## src/rtl/anffl_tex_pkg.sv

```systemverilog
// Shared definitions for the texel fetch stage: format codes, format-class
// decode, FSM state encoding and the bit-replication expansion helpers.
package anffl_tex_pkg;

  // 5-bit texture format codes (linear / tiled variants share an unpack)
  localparam logic [4:0] FMT_RGB24_L    = 5'b00000;
  localparam logic [4:0] FMT_RGB24_T    = 5'b00011;
  localparam logic [4:0] FMT_RGBA32_L   = 5'b00100;
  localparam logic [4:0] FMT_RGBA32_T   = 5'b00111;
  localparam logic [4:0] FMT_RGB565_L   = 5'b00001;
  localparam logic [4:0] FMT_RGB565_T   = 5'b01011;
  localparam logic [4:0] FMT_RGBA4444_L = 5'b00101;
  localparam logic [4:0] FMT_RGBA4444_T = 5'b01111;
  localparam logic [4:0] FMT_RGB555     = 5'b01001;
  localparam logic [4:0] FMT_RGBA5551   = 5'b01101;
  localparam logic [4:0] FMT_R8         = 5'b10011;
  localparam logic [4:0] FMT_R16        = 5'b10111;

  // Format class lives in the two low code bits; block-compressed is not handled here
  localparam logic [1:0] CLS_COMPRESSED = 2'b10;

  typedef enum logic [2:0] {
    ST_IDLE,
    ST_REQ0,
    ST_WAIT0,
    ST_REQ1,
    ST_WAIT1,
    ST_OUT
  } state_e;

  function automatic logic [1:0] fmt_class(input logic [4:0] fmt);
    return fmt[1:0];
  endfunction

  // Only 24bpp texels can straddle a word boundary
  function automatic logic is_rgb24(input logic [4:0] fmt);
    return (fmt == FMT_RGB24_L) || (fmt == FMT_RGB24_T);
  endfunction

  function automatic logic [7:0] exp5(input logic [4:0] v);
    return {v, v[4:2]};
  endfunction

  function automatic logic [7:0] exp6(input logic [5:0] v);
    return {v, v[5:4]};
  endfunction

  function automatic logic [7:0] exp4(input logic [3:0] v);
    return {v, v};
  endfunction

endpackage

```

## src/rtl/anffl_tex_unpack.sv

```systemverilog
// Combinational texel unpack: picks the texel bytes out of a two-word window
// and expands them to RGBA8888 ({A,B,G,R}); unsupported formats flag o_err
// and return zero data.
module anffl_tex_unpack
  import anffl_tex_pkg::*;
(
  input  logic [63:0] i_win,
  input  logic [1:0]  i_off,
  input  logic [4:0]  i_fmt,
  output logic [31:0] o_data,
  output logic        o_err
);

  logic [23:0] w_sel;
  logic [15:0] w_v16;

  // Byte-aligned view for 8/24bpp, half-word view for 16bpp (address bit 0 ignored)
  assign w_sel = 24'(i_win >> {i_off, 3'b000});
  assign w_v16 = i_win[{i_off[1], 4'b0000} +: 16];

  // Format decode and channel expansion
  always_comb begin
    // NOTE: outputs get defaults first so every path assigns them and no latch is inferred.
    o_data = 32'h0;
    o_err  = 1'b0;
    if (fmt_class(i_fmt) == CLS_COMPRESSED) begin
      o_err = 1'b1;
    end else begin
      case (i_fmt)
        FMT_RGB24_L, FMT_RGB24_T:
          o_data = {8'hFF, w_sel[23:16], w_sel[15:8], w_sel[7:0]};
        FMT_RGBA32_L, FMT_RGBA32_T:
          o_data = i_win[31:0];
        FMT_RGB565_L, FMT_RGB565_T:
          o_data = {8'hFF, exp5(w_v16[4:0]), exp6(w_v16[10:5]), exp5(w_v16[15:11])};
        FMT_RGBA4444_L, FMT_RGBA4444_T:
          o_data = {exp4(w_v16[3:0]), exp4(w_v16[7:4]), exp4(w_v16[11:8]), exp4(w_v16[15:12])};
        FMT_RGB555:
          o_data = {8'hFF, exp5(w_v16[4:0]), exp5(w_v16[9:5]), exp5(w_v16[14:10])};
        FMT_RGBA5551:
          o_data = {(w_v16[0] ? 8'hFF : 8'h00), exp5(w_v16[5:1]), exp5(w_v16[10:6]),
                    exp5(w_v16[15:11])};
        FMT_R8:
          o_data = {8'hFF, 16'h0, w_sel[7:0]};
        FMT_R16:
          o_data = {8'hFF, 16'h0, w_v16[15:8]};
        default:
          o_err = 1'b1;
      endcase
    end
  end

endmodule

```

## src/rtl/anffl_tex_fetch.sv

```systemverilog
// Texel fetch stage: accepts one texel address + format, reads one or two
// 32-bit words, unpacks to RGBA8888 and returns it with the request tag.
// Optional feature: define ANFFL_TEX_FETCH_LASTWORD_CACHE_EN to enable a
// one-entry cache of the last memory response that can skip word reads.
module anffl_tex_fetch
  import anffl_tex_pkg::*;
#(
  parameter int TAG_W = 8
) (
  input  logic             clk,
  input  logic             rst_n,
  input  logic             reqValid,
  output logic             reqReady,
  input  logic [31:0]      reqAddr,
  input  logic [4:0]       reqFormat,
  input  logic [TAG_W-1:0] reqTag,
  output logic             memReqValid,
  input  logic             memReqReady,
  output logic [31:0]      memAddr,
  input  logic             memRspValid,
  input  logic [31:0]      memRspData,
  input  logic             cacheInv,
  output logic             texValid,
  input  logic             texReady,
  output logic [31:0]      texData,
  output logic [TAG_W-1:0] texTag,
  output logic             texErr
);

  state_e           r_state, w_next;
  logic [29:0]      r_mem_addr;
  logic [1:0]       r_off;
  logic [4:0]       r_fmt;
  logic [TAG_W-1:0] r_tag;
  logic             r_need2, r_w1_hit;
  logic [31:0]      r_w0, r_w1;
  logic [31:0]      r_tex_data;
  logic [TAG_W-1:0] r_tex_tag;
  logic             r_tex_err;

  logic        w_idle, w_accept, w_need2, w_rsp;
  logic [29:0] w_word0;
  logic        w_hit0, w_hit1;
  logic [31:0] w_c_data;
  logic [4:0]  w_u_fmt;
  logic [1:0]  w_u_off;
  logic [31:0] w_u_w0, w_u_w1, w_u_data;
  logic        w_u_err;

  assign w_idle   = (r_state == ST_IDLE);
  assign w_accept = w_idle && reqValid;
  assign w_need2  = is_rgb24(reqFormat) && reqAddr[1];
  assign w_word0  = reqAddr[31:2];
  assign w_rsp    = memRspValid && ((r_state == ST_WAIT0) || (r_state == ST_WAIT1));

`ifdef ANFFL_TEX_FETCH_LASTWORD_CACHE_EN
  logic        r_c_valid;
  logic [29:0] r_c_addr;
  logic [31:0] r_c_data;

  // An invalidate in the accept cycle forces a miss
  assign w_c_data = r_c_data;
  assign w_hit0   = r_c_valid && !cacheInv && (r_c_addr == w_word0);
  assign w_hit1   = r_c_valid && !cacheInv && w_need2 && (r_c_addr == w_word0 + 30'd1);

  // Cache valid: set by any response, cleared by invalidate (invalidate wins)
  always_ff @(posedge clk) begin
    if (!rst_n) begin
      r_c_valid <= 1'b0;
    end else begin
      if (w_rsp)    r_c_valid <= 1'b1;
      if (cacheInv) r_c_valid <= 1'b0;
    end
  end

  // Cache tag/data capture of the last response
  // NOTE: tag and data have no reset; they are never used while r_c_valid is low.
  always_ff @(posedge clk) begin
    if (w_rsp) begin
      r_c_addr <= r_mem_addr;
      r_c_data <= memRspData;
    end
  end
`else
  logic w_unused_inv;

  assign w_c_data     = 32'h0;
  assign w_hit0       = 1'b0;
  assign w_hit1       = 1'b0;
  assign w_unused_inv = cacheInv;
`endif

  // Unpack sees the request directly in IDLE (cache hit / error) and the
  // arriving response word in WAITx so results register on the same edge
  assign w_u_fmt = w_idle ? reqFormat : r_fmt;
  assign w_u_off = w_idle ? reqAddr[1:0] : r_off;
  assign w_u_w0  = w_idle ? w_c_data : ((r_state == ST_WAIT0) ? memRspData : r_w0);
  assign w_u_w1  = (r_state == ST_WAIT1) ? memRspData : r_w1;

  anffl_tex_unpack u_unpack (
    .i_win  ({w_u_w1, w_u_w0}),
    .i_off  (w_u_off),
    .i_fmt  (w_u_fmt),
    .o_data (w_u_data),
    .o_err  (w_u_err)
  );

  // Next-state logic of the fetch sequence
  always_comb begin
    w_next = r_state;
    case (r_state)
      ST_IDLE: begin
        if (reqValid) begin
          if (w_u_err)     w_next = ST_OUT;
          else if (w_hit0) w_next = w_need2 ? ST_REQ1 : ST_OUT;
          else             w_next = ST_REQ0;
        end
      end
      ST_REQ0:  if (memReqReady) w_next = ST_WAIT0;
      ST_WAIT0: if (memRspValid) w_next = (r_need2 && !r_w1_hit) ? ST_REQ1 : ST_OUT;
      ST_REQ1:  if (memReqReady) w_next = ST_WAIT1;
      ST_WAIT1: if (memRspValid) w_next = ST_OUT;
      ST_OUT:   if (texReady)    w_next = ST_IDLE;
      default:  w_next = ST_IDLE;
    endcase
  end

  // State, request context, captured words and registered result
  always_ff @(posedge clk) begin
    if (!rst_n) begin
      r_state    <= ST_IDLE;
      r_mem_addr <= '0;
      r_off      <= '0;
      r_fmt      <= '0;
      r_tag      <= '0;
      r_need2    <= 1'b0;
      r_w1_hit   <= 1'b0;
      r_w0       <= '0;
      r_w1       <= '0;
      r_tex_data <= '0;
      r_tex_tag  <= '0;
      r_tex_err  <= 1'b0;
    end else begin
      // NOTE: non-blocking assignments so every register here sees pre-edge values.
      r_state <= w_next;
      if (w_accept) begin
        r_off      <= reqAddr[1:0];
        r_fmt      <= reqFormat;
        r_tag      <= reqTag;
        r_need2    <= w_need2;
        r_w1_hit   <= w_hit1;
        r_w0       <= w_c_data;
        r_w1       <= w_c_data;
        r_mem_addr <= w_hit0 ? (w_word0 + 30'd1) : w_word0;
      end
      if ((r_state == ST_WAIT0) && memRspValid) begin
        r_w0       <= memRspData;
        r_mem_addr <= r_mem_addr + 30'd1;
      end
      if ((r_state == ST_WAIT1) && memRspValid) r_w1 <= memRspData;
      if ((w_next == ST_OUT) && (r_state != ST_OUT)) begin
        r_tex_data <= w_u_data;
        r_tex_err  <= w_u_err;
        r_tex_tag  <= w_idle ? reqTag : r_tag;
      end
    end
  end

  assign reqReady    = rst_n && w_idle;
  assign memReqValid = (r_state == ST_REQ0) || (r_state == ST_REQ1);
  assign memAddr     = {r_mem_addr, 2'b00};
  assign texValid    = (r_state == ST_OUT);
  assign texData     = r_tex_data;
  assign texTag      = r_tex_tag;
  assign texErr      = r_tex_err;

endmodule

```

## config.mk

```make
export PLATFORM = sky130hd
export DESIGN_NAME = anffl_tex_fetch
export DESIGN_NICKNAME = d
export VERILOG_FILES = /design/src/rtl/anffl_tex_pkg.sv /design/src/rtl/anffl_tex_unpack.sv /design/src/rtl/anffl_tex_fetch.sv
export SDC_FILE = /design/constraint.sdc
export NUM_CORES = 1
export LEC_CHECK = 0
export ABC_AREA = 1
export CAP_MARGIN = 20
export CORE_MARGIN = 2
export CORE_UTILIZATION = 35
export DETAILED_ROUTE_END_ITERATION = 12
export MAX_ROUTING_LAYER = met4
export SYNTH_ARGS = -nofsm -noshare
export SYNTH_HDL_FRONTEND = slang
export SYNTH_HIERARCHICAL = 1
export SYNTH_SLANG_ARGS = --single-unit
```

## constraint.sdc

```tcl
create_clock -name clk -period 3.5 [get_ports clk]
set_input_delay 0.7 -clock clk [delete_from_list [all_inputs] [get_ports clk]]
set_output_delay 0.7 -clock clk [all_outputs]
set_load 0.01 [all_outputs]
```

==> reports/summary.md, run 1 <==
The count of nets left with antenna violations once routing finished came out at 0. The period utilization was 89.7%; the number of cell rows was 59. After detailed routing, the average wire length per cell comes to 15.6 um. Count of unresolved DRC violations after routing: 0.

Final hold violation count: 0. Setup repair after global routing left no endpoint under its margin. The post-route worst setup slack is 0.359 ns.

Maximum VDD drop: 0.427 mV. The master of the slowest instance on the critical path is sky130_fd_sc_hd__dfxtp_1. Hold repair after CTS inserted 0 buffers.

For the worst-skew pair, the clock arrives at the later sink with an insertion delay of 0.43 ns. The path class of the tightest hold or removal check is flip-flop to flip-flop. After clock tree synthesis, the clock-pin slew on the worst setup and hold paths is 0.07 ns.

The data arrival at the endpoint of the critical path came out at 3.46 ns. Pin placement for this block handled 160 I/O pins. The floorplan die width came out at 168 um.

Compared with the post-synthesis result, the final layout area differs by 26.3%. The first global-routing pass estimated 53.2 mm of wire. The net count of the finished layout is 1883. The via count of the first global-routing pass is 9605, and the transition at the pin with the smallest max-transition slack is 0.896 ns.

After the flow finishes, the layout carries non-filler instances totaling 2147. STA classifies the critical path endpoint as a flip-flop. Power comes to 8.50 mW. The longest clock path from root to sink contains 2 buffers.

For the worst setup path, the data required time is 3.82 ns. Across the run, the number of max-cap violations was 0. Detailed routing inserted a total of 10.6k vias. The number of buffers created by CTS is 17. The tools report the floorplan core area as 26200 um^2.

The logs give 0.447 ns for the final hold slack and 2114 for the number of placed instances, taps included. TritonCTS built the clock tree. The layout has 2809 filler cells.

Walking the worst path, the cells encountered are inv_2, nand2_4, inv_4, o21ai_1, nand2_2, nor2_4, nand2_2, nand2_4, nor2_1, nand3_1, nor2_1, nand2_1, nand3_1, nand3_4, buf_12, nand2_1, nand2_1, nor2_1. The detailed placement HPWL is 24.2 mm, and the setup TNS is 0 ns. Counting every instance in the synthesized netlist gives 1676.

The tools report the initial antenna violation count as 1. The top cell types in the final layout, fill and taps aside, are sky130_fd_sc_hd__nand2_1 (612), sky130_fd_sc_hd__nor2_1 (211), sky130_fd_sc_hd__inv_1 (167). Measured on the finished design, the core utilization comes to 45.3%.

At the placement stage, the worst setup path has a slack of 0.0166 ns. Setup violations remaining at the end of the flow were counted as 0. The mapped netlist covers 9400 um^2. The multi-input combinational cells in the finished layout cover a total of 5530 um^2.

The critical path in this run is classified as flip-flop to flip-flop. Cells with a size suffix above 1 make up 5.96% of the layout. The first-pass iteration count of the detailed router is 5, and the synthesis warning total is 6.

The clock root buffer master is sky130_fd_sc_hd__clkbuf_16. Across the whole layout, storage elements account for 2760 um^2. For this configuration, the core starts out at a cell density of 35.9%. The largest incremental delay on the critical path was 0.44 ns.

Power spread over the standard cell area amounts to 716 nW/um^2. The mean instance size in the synthesized netlist is 5.61 um^2, and the area of the die is 28200 um^2. Number of I/O port buffers: 156.

The run gives 0.0108 ns as the worst setup skew after layout. Summed over all layers, the global routing overflow is 0. The worst path needs 3.14 ns of the cycle, external delays included.

The flow ran to the end, and the final reports show no timing, DRC or antenna violations. Entering global routing, the biggest net connects 83 pins. The run gives 0 as the number of slew-limit violations in the final report.

Largest fanout on the critical path: 82. Static timing analysis puts the maximum clock frequency at 318 MHz. The run gives 24.3% as the total global-route track usage. Commonest non-fill, non-tap cell in the layout: sky130_fd_sc_hd__nand2_1. H-tree depth reported by CTS: 4. Post-place instance area: 11200 um^2.

The kind of launch point of the worst setup path is a flip-flop. The count of routing violations after the opening detailed-route iteration is 1066. For this block, the routed nets add up to 33.4 mm of wire.

The logs give 138 for the clock sink count and 40.3% for the max-slew headroom at the worst pin. For this design the static power due to leakage is 5.20 nW. The congestion estimate from routability-driven global placement came to 0.992. The average via count per standard cell is 4.95, and the height of the die is 168 um. The cell area after layout was 11900 um^2.
-- layer usage --
metal	part of all wire, %	global-route usage (%)	up-vias
met1	49	35.2	4803
li1	-	-	5475
met2	44	36.4	329
met4	1.4	5.67	0
met5	0	-	-
met3	5.5	2.47	25
-- final timing paths --
kind | start | end | slack (ns) | depth (start not counted)
worst max register to register | r_state[1]$_SDFF_PN0_ | texData[17]$_SDFFE_PN0P_ | 0.36 | 18
worst min-delay path | r_tag[0]$_SDFFE_PN0P_ | r_tag[0]$_SDFFE_PN0P_ | 0.45 | 2
worst min register to register | r_tag[0]$_SDFFE_PN0P_ | r_tag[0]$_SDFFE_PN0P_ | 0.45 | 2
worst max-delay path | r_state[1]$_SDFF_PN0_ | texData[17]$_SDFFE_PN0P_ | 0.36 | 18
-- worst max-delay path, delay by kind of cell, from the launching register on --
| kind | cells | cell delay (ns) |
|---|---|---|
| AO/OA/AOI/OAI | 1 | 0.41 |
| buffers and inverters | 3 | 0.51 |
| flip-flops | 1 | 0.44 |
| AND/OR/NAND/NOR | 14 | 1.59 |
-- sequential cells by signal, summed over array words and instances (netlist names) --
| name | cells |
|---|---|
| r_fmt | 5 |
| r_mem_addr | 30 |
| r_off | 2 |
| r_w1 | 16 |
| texData | 32 |
| texTag | 8 |
| r_tag | 8 |
| r_w0 | 32 |
| texErr | 1 |
| r_state | 3 |
| r_need2 | 1 |
-- cell type report --
class / instances / area share, %
Multi-Input combinational cell: 1267 / 46.6
Sequential cell: 138 / 23.3
Timing Repair Buffer: 197 / 15.8
Inverter: 177 / 5.62
Clock buffer: 17 / 3.58
Tap cell: 335 / 3.53
Clock inverter: 15 / 1.58
Antenna cell: 1 / 0.0211
-- timing repair --
item,4_1_cts,5_1_grt
buffers inserted,0,0
gates resized for setup,0,3
endpoints found under the setup margin,0,41
-- power by group --
part	total (mW)	internal, mW	switching [mW]
registers	2.22	1.95	0.264
logic	4.35	1.58	2.77
clock network	1.93	1.14	0.797
Note: power is estimated with default switching activity, not from simulation.
==> inputs of run 2 (changes only) <==
Settings changed: CORE_ASPECT_RATIO set to 0.7, CTS_CLUSTER_SIZE set to 25.
==> run 2 against run 1 <==
  * Register-to-register slack improved by 0.09 ns
  * Utilization decreased by 0.63 points
  * Fmax increased by 3.1%
  * Non-clock buffer count increased by 2
  * Die area about the same
  * Clock skew decreased by 0.0029 ns
  * Sequential share of layout area about the same
  * Critical path type unchanged
  * Critical endpoint is now texData[15]$_SDFFE_PN0P_
==> reports/summary.md, run 2 (synthesis results as in run 1) <==
The largest incremental delay on the critical path is 0.36 ns. The detail route stage leaves a number of antenna-violating nets equal to 0. The via count of the first global-routing pass came out at 9528.

At the end of routability-driven placement, the weighted congestion stood at 1.02. The library cells used most frequently in the layout, excluding fill and tap cells, are sky130_fd_sc_hd__nand2_1 (612), sky130_fd_sc_hd__nor2_1 (211), sky130_fd_sc_hd__inv_1 (167). The initial antenna violation count was 2; the number of stages on the worst setup path was 19. Summed over all nets, the switching power comes to 3.81 mW. Summed over all layers, the global routing overflow is 0. The number of I/O port buffers is 156, and the height of the die is 141 um. The final hold violation count was 0. The floorplan die width works out to 200 um. VDD sags by at most 0.515 mV.

Measured against its own limit, the worst slew margin works out to 35.4%. In this run the worst setup path begins at r_state[0]$_SDFF_PN0_. The run finished with clean final reports. Across all layers, the routed design uses 10.8k vias. The tools report the sum of routed wire length over all layers as 35.7 mm. At the worst endpoint, the required time is 3.87 ns. Counting the fill cells in the layout gives 2881. The period utilization works out to 87.0%. The setup TNS is 0 ns.

The largest fanout on the critical path was 82. The critical path in this run is classified as flip-flop to flip-flop. In the routed layout, each cell is associated on average with a via count of 4.94.

The CTS clock-pin slew for the worst setup and hold paths is 0.06 ns, and the hold path depth is 2. The library cell used most frequently in the layout, excluding fill and tap cells, is sky130_fd_sc_hd__nand2_1. The logs give 50 for the number of cell rows and 2 for the maximum number of buffers from clock root to sink. The path depth of the worst reg2reg path came out at 19. The tools report the setup slack of the most critical reg-to-reg path as 0.45 ns. The clock period minus worst slack is 3.05 ns. The first detailed-routing pass ran for 6 iterations. For this configuration, the core starts out at a cell density of 35.4%. The tools report the clock latency at the later pin of the worst-skew pair as 0.44 ns.

Kind of launch point of the worst setup path: a flip-flop. The first global-routing pass estimated 55.2 mm of wire. Leakage power: 5.18 nW.

Once placement completed, the tool counted placed cells totaling 2145. The run gives 28200 um^2 as the area of the die. In this run the worst setup path terminates at texData[15]$_SDFFE_PN0P_. The fraction of final layout cells sized beyond drive strength 1 is 5.68%, and the data arrival at the endpoint of the critical path is 3.42 ns. The count of buffering cells on the critical path with inverters included is 4, and the peak clock frequency supported by timing is 328 MHz.

The logs give 83 for the pin count of the biggest net entering global routing and 160 for the number of I/O pins. The tools report the number of slew-limit violations in the final report as 0. In this run the critical register-to-register path is launched from r_state[0]$_SDFF_PN0_. The HPWL after detailed placement is 26.0 mm. The switching share of total power was 45.5%. The tools report the count of routing violations after the opening detailed-route iteration as 1083. Setup violations remaining at the end of the flow were counted as 0. The path class of the lowest-slack min-delay path is flip-flop to flip-flop.

Setup repair after global routing left no endpoint under its margin. Among all stages on the critical path, the largest delay is contributed by sky130_fd_sc_hd__dfxtp_1. For the worst setup skew after layout, the log shows 0.00796 ns. The power per unit of standard cell area was 705 nW/um^2; the area growth from synthesis to layout was 26.3%. In this design, the critical path's most frequently occurring cell is sky130_fd_sc_hd__nand2_1. Sequential cells account for 26.5% of the total power.

In the global route stage, overall resource usage came out at 26.5%. The combined area of the multi-input logic cells was 5520 um^2; the clock sink count was 138. Across the run, the number of max-cap violations was 0. Summing all flip-flop and latch instances after layout gives 2760 um^2. Kind of capture point of the worst setup path: a flip-flop. For the pin with the worst max-slew slack, the measured transition is 0.969 ns.

The run gives 52.7% as the combinational power share. For this run, design rule violations remaining after detail routing come to 0. Clock root buffer master: sky130_fd_sc_hd__clkbuf_16. Post-CTS timing repair inserted 0 buffers for setup. Per report_power, the clock group accounts for 20.7% of the total. The core region is 26600 um^2. The capture instance of the worst register-to-register path was texData[15]$_SDFFE_PN0P_. Cell internal power was estimated by the tool at 4.57 mW. Leaving out filler cells and counting taps, the final layout contains 2179. At the end of the flow, the number of nets in the layout was 1885. Kind of cell with the highest combined delay on the critical path: simple AND/OR/NAND/NOR gates. In the final routed layout, each cell accounts on average for 16.4 um. The signal on the critical path passes through nor2_8, nand2_4, inv_4, buf_4, nand2_1, nand2_1, inv_1, nand2_2, nand2_4, nand2_4, nand3_1, nor2_1, nand2_1, nand3_1, nand3_4, buf_12, nand2_1, nand2_1, nor2_1. For the H-tree depth reported by CTS, the log shows 4.

The tools report the number of buffers created by CTS as 17. TritonCTS built the clock tree.
[run 2: area by class of cell]
| cell class | instances | share of cell area (%) |
|---|---|---|
| diodes | 3 | 0.0632 |
| clock buffers | 24 | 3.97 |
| clock inverters | 7 | 0.580 |
| inverters | 177 | 5.62 |
| multi-input cells | 1267 | 46.5 |
| flip-flops and latches | 138 | 23.3 |
| well taps | 364 | 3.84 |
| repair buffers | 199 | 16.1 |
[run 2: power by group through the flow]
stage	Combinational (mW)	Clock (mW)	Sequential, mW
after global routing	4.96	1.85	2.27
after detailed placement	4.38	0	2.26
after global placement	4.35	0	2.25
after floorplan	2.71	0	2.33
after CTS	4.40	1.78	2.22
final	4.42	1.73	2.22
[run 2: per-layer routing]
metal  global-route usage, %  vias to the layer above  share of wire, %
met2                    33.8                      385                39
li1                        -                     5484                 -
met1                    39.7                     4864                50
met4                    4.72                        0              0.75
met5                       -                        -                 0
met3                    8.83                       27                11
[run 2: what timing repair did]
item	4_1_cts	5_1_grt
gates resized for setup	0	2
hold endpoints to repair	0	0
setup endpoints to repair	0	41
hold buffers	0	0
[run 2: how the worst min path moves through the flow]
| stage | startpoint | to |
|---|---|---|
| floorplan | r_fmt[2]$_SDFFE_PN0P_ | r_fmt[2]$_SDFFE_PN0P_ |
| global placement | r_tag[1]$_SDFFE_PN0P_ | r_tag[1]$_SDFFE_PN0P_ |
| detailed placement | r_tag[3]$_SDFFE_PN0P_ | r_tag[3]$_SDFFE_PN0P_ |
| CTS | r_tag[3]$_SDFFE_PN0P_ | r_tag[3]$_SDFFE_PN0P_ |
| global route | r_tag[3]$_SDFFE_PN0P_ | r_tag[3]$_SDFFE_PN0P_ |
| finish | r_tag[3]$_SDFFE_PN0P_ | r_tag[3]$_SDFFE_PN0P_ |
[run 2: per-stage QoR]
stage / hold slack (ns) / utilization [%] / total power [mW] / instance area, um^2 / worst slack [ns]
floorplan: 0.425 / - / 5.05 / 9400 / 0.576
global placement: 0.435 / 42.6 / 6.60 / 11300 / 0.127
detailed placement: 0.441 / 42.6 / 6.64 / 11300 / 0.0998
CTS: 0.449 / 44.6 / 8.40 / 11900 / 0.180
global route: 0.466 / 44.6 / 9.08 / 11900 / 0.0709
finish: 0.447 / 44.6 / 8.37 / 11900 / 0.453
[run 2: worst register-to-register path: stages (launching register included)]
cell	delay, ns
sky130_fd_sc_hd__dfxtp_1	0.36
sky130_fd_sc_hd__nor2_8	0.16
sky130_fd_sc_hd__nand2_4	0.12
sky130_fd_sc_hd__inv_4	0.16
sky130_fd_sc_hd__buf_4	0.22
sky130_fd_sc_hd__nand2_1	0.08
sky130_fd_sc_hd__nand2_1	0.13
sky130_fd_sc_hd__inv_1	0.11
sky130_fd_sc_hd__nand2_2	0.11
sky130_fd_sc_hd__nand2_4	0.15
sky130_fd_sc_hd__nand2_4	0.18
sky130_fd_sc_hd__nand3_1	0.09
sky130_fd_sc_hd__nor2_1	0.23
sky130_fd_sc_hd__nand2_1	0.11
sky130_fd_sc_hd__nand3_1	0.15
sky130_fd_sc_hd__nand3_4	0.09
sky130_fd_sc_hd__buf_12	0.19
sky130_fd_sc_hd__nand2_1	0.18
sky130_fd_sc_hd__nand2_1	0.05
sky130_fd_sc_hd__nor2_1	0.11
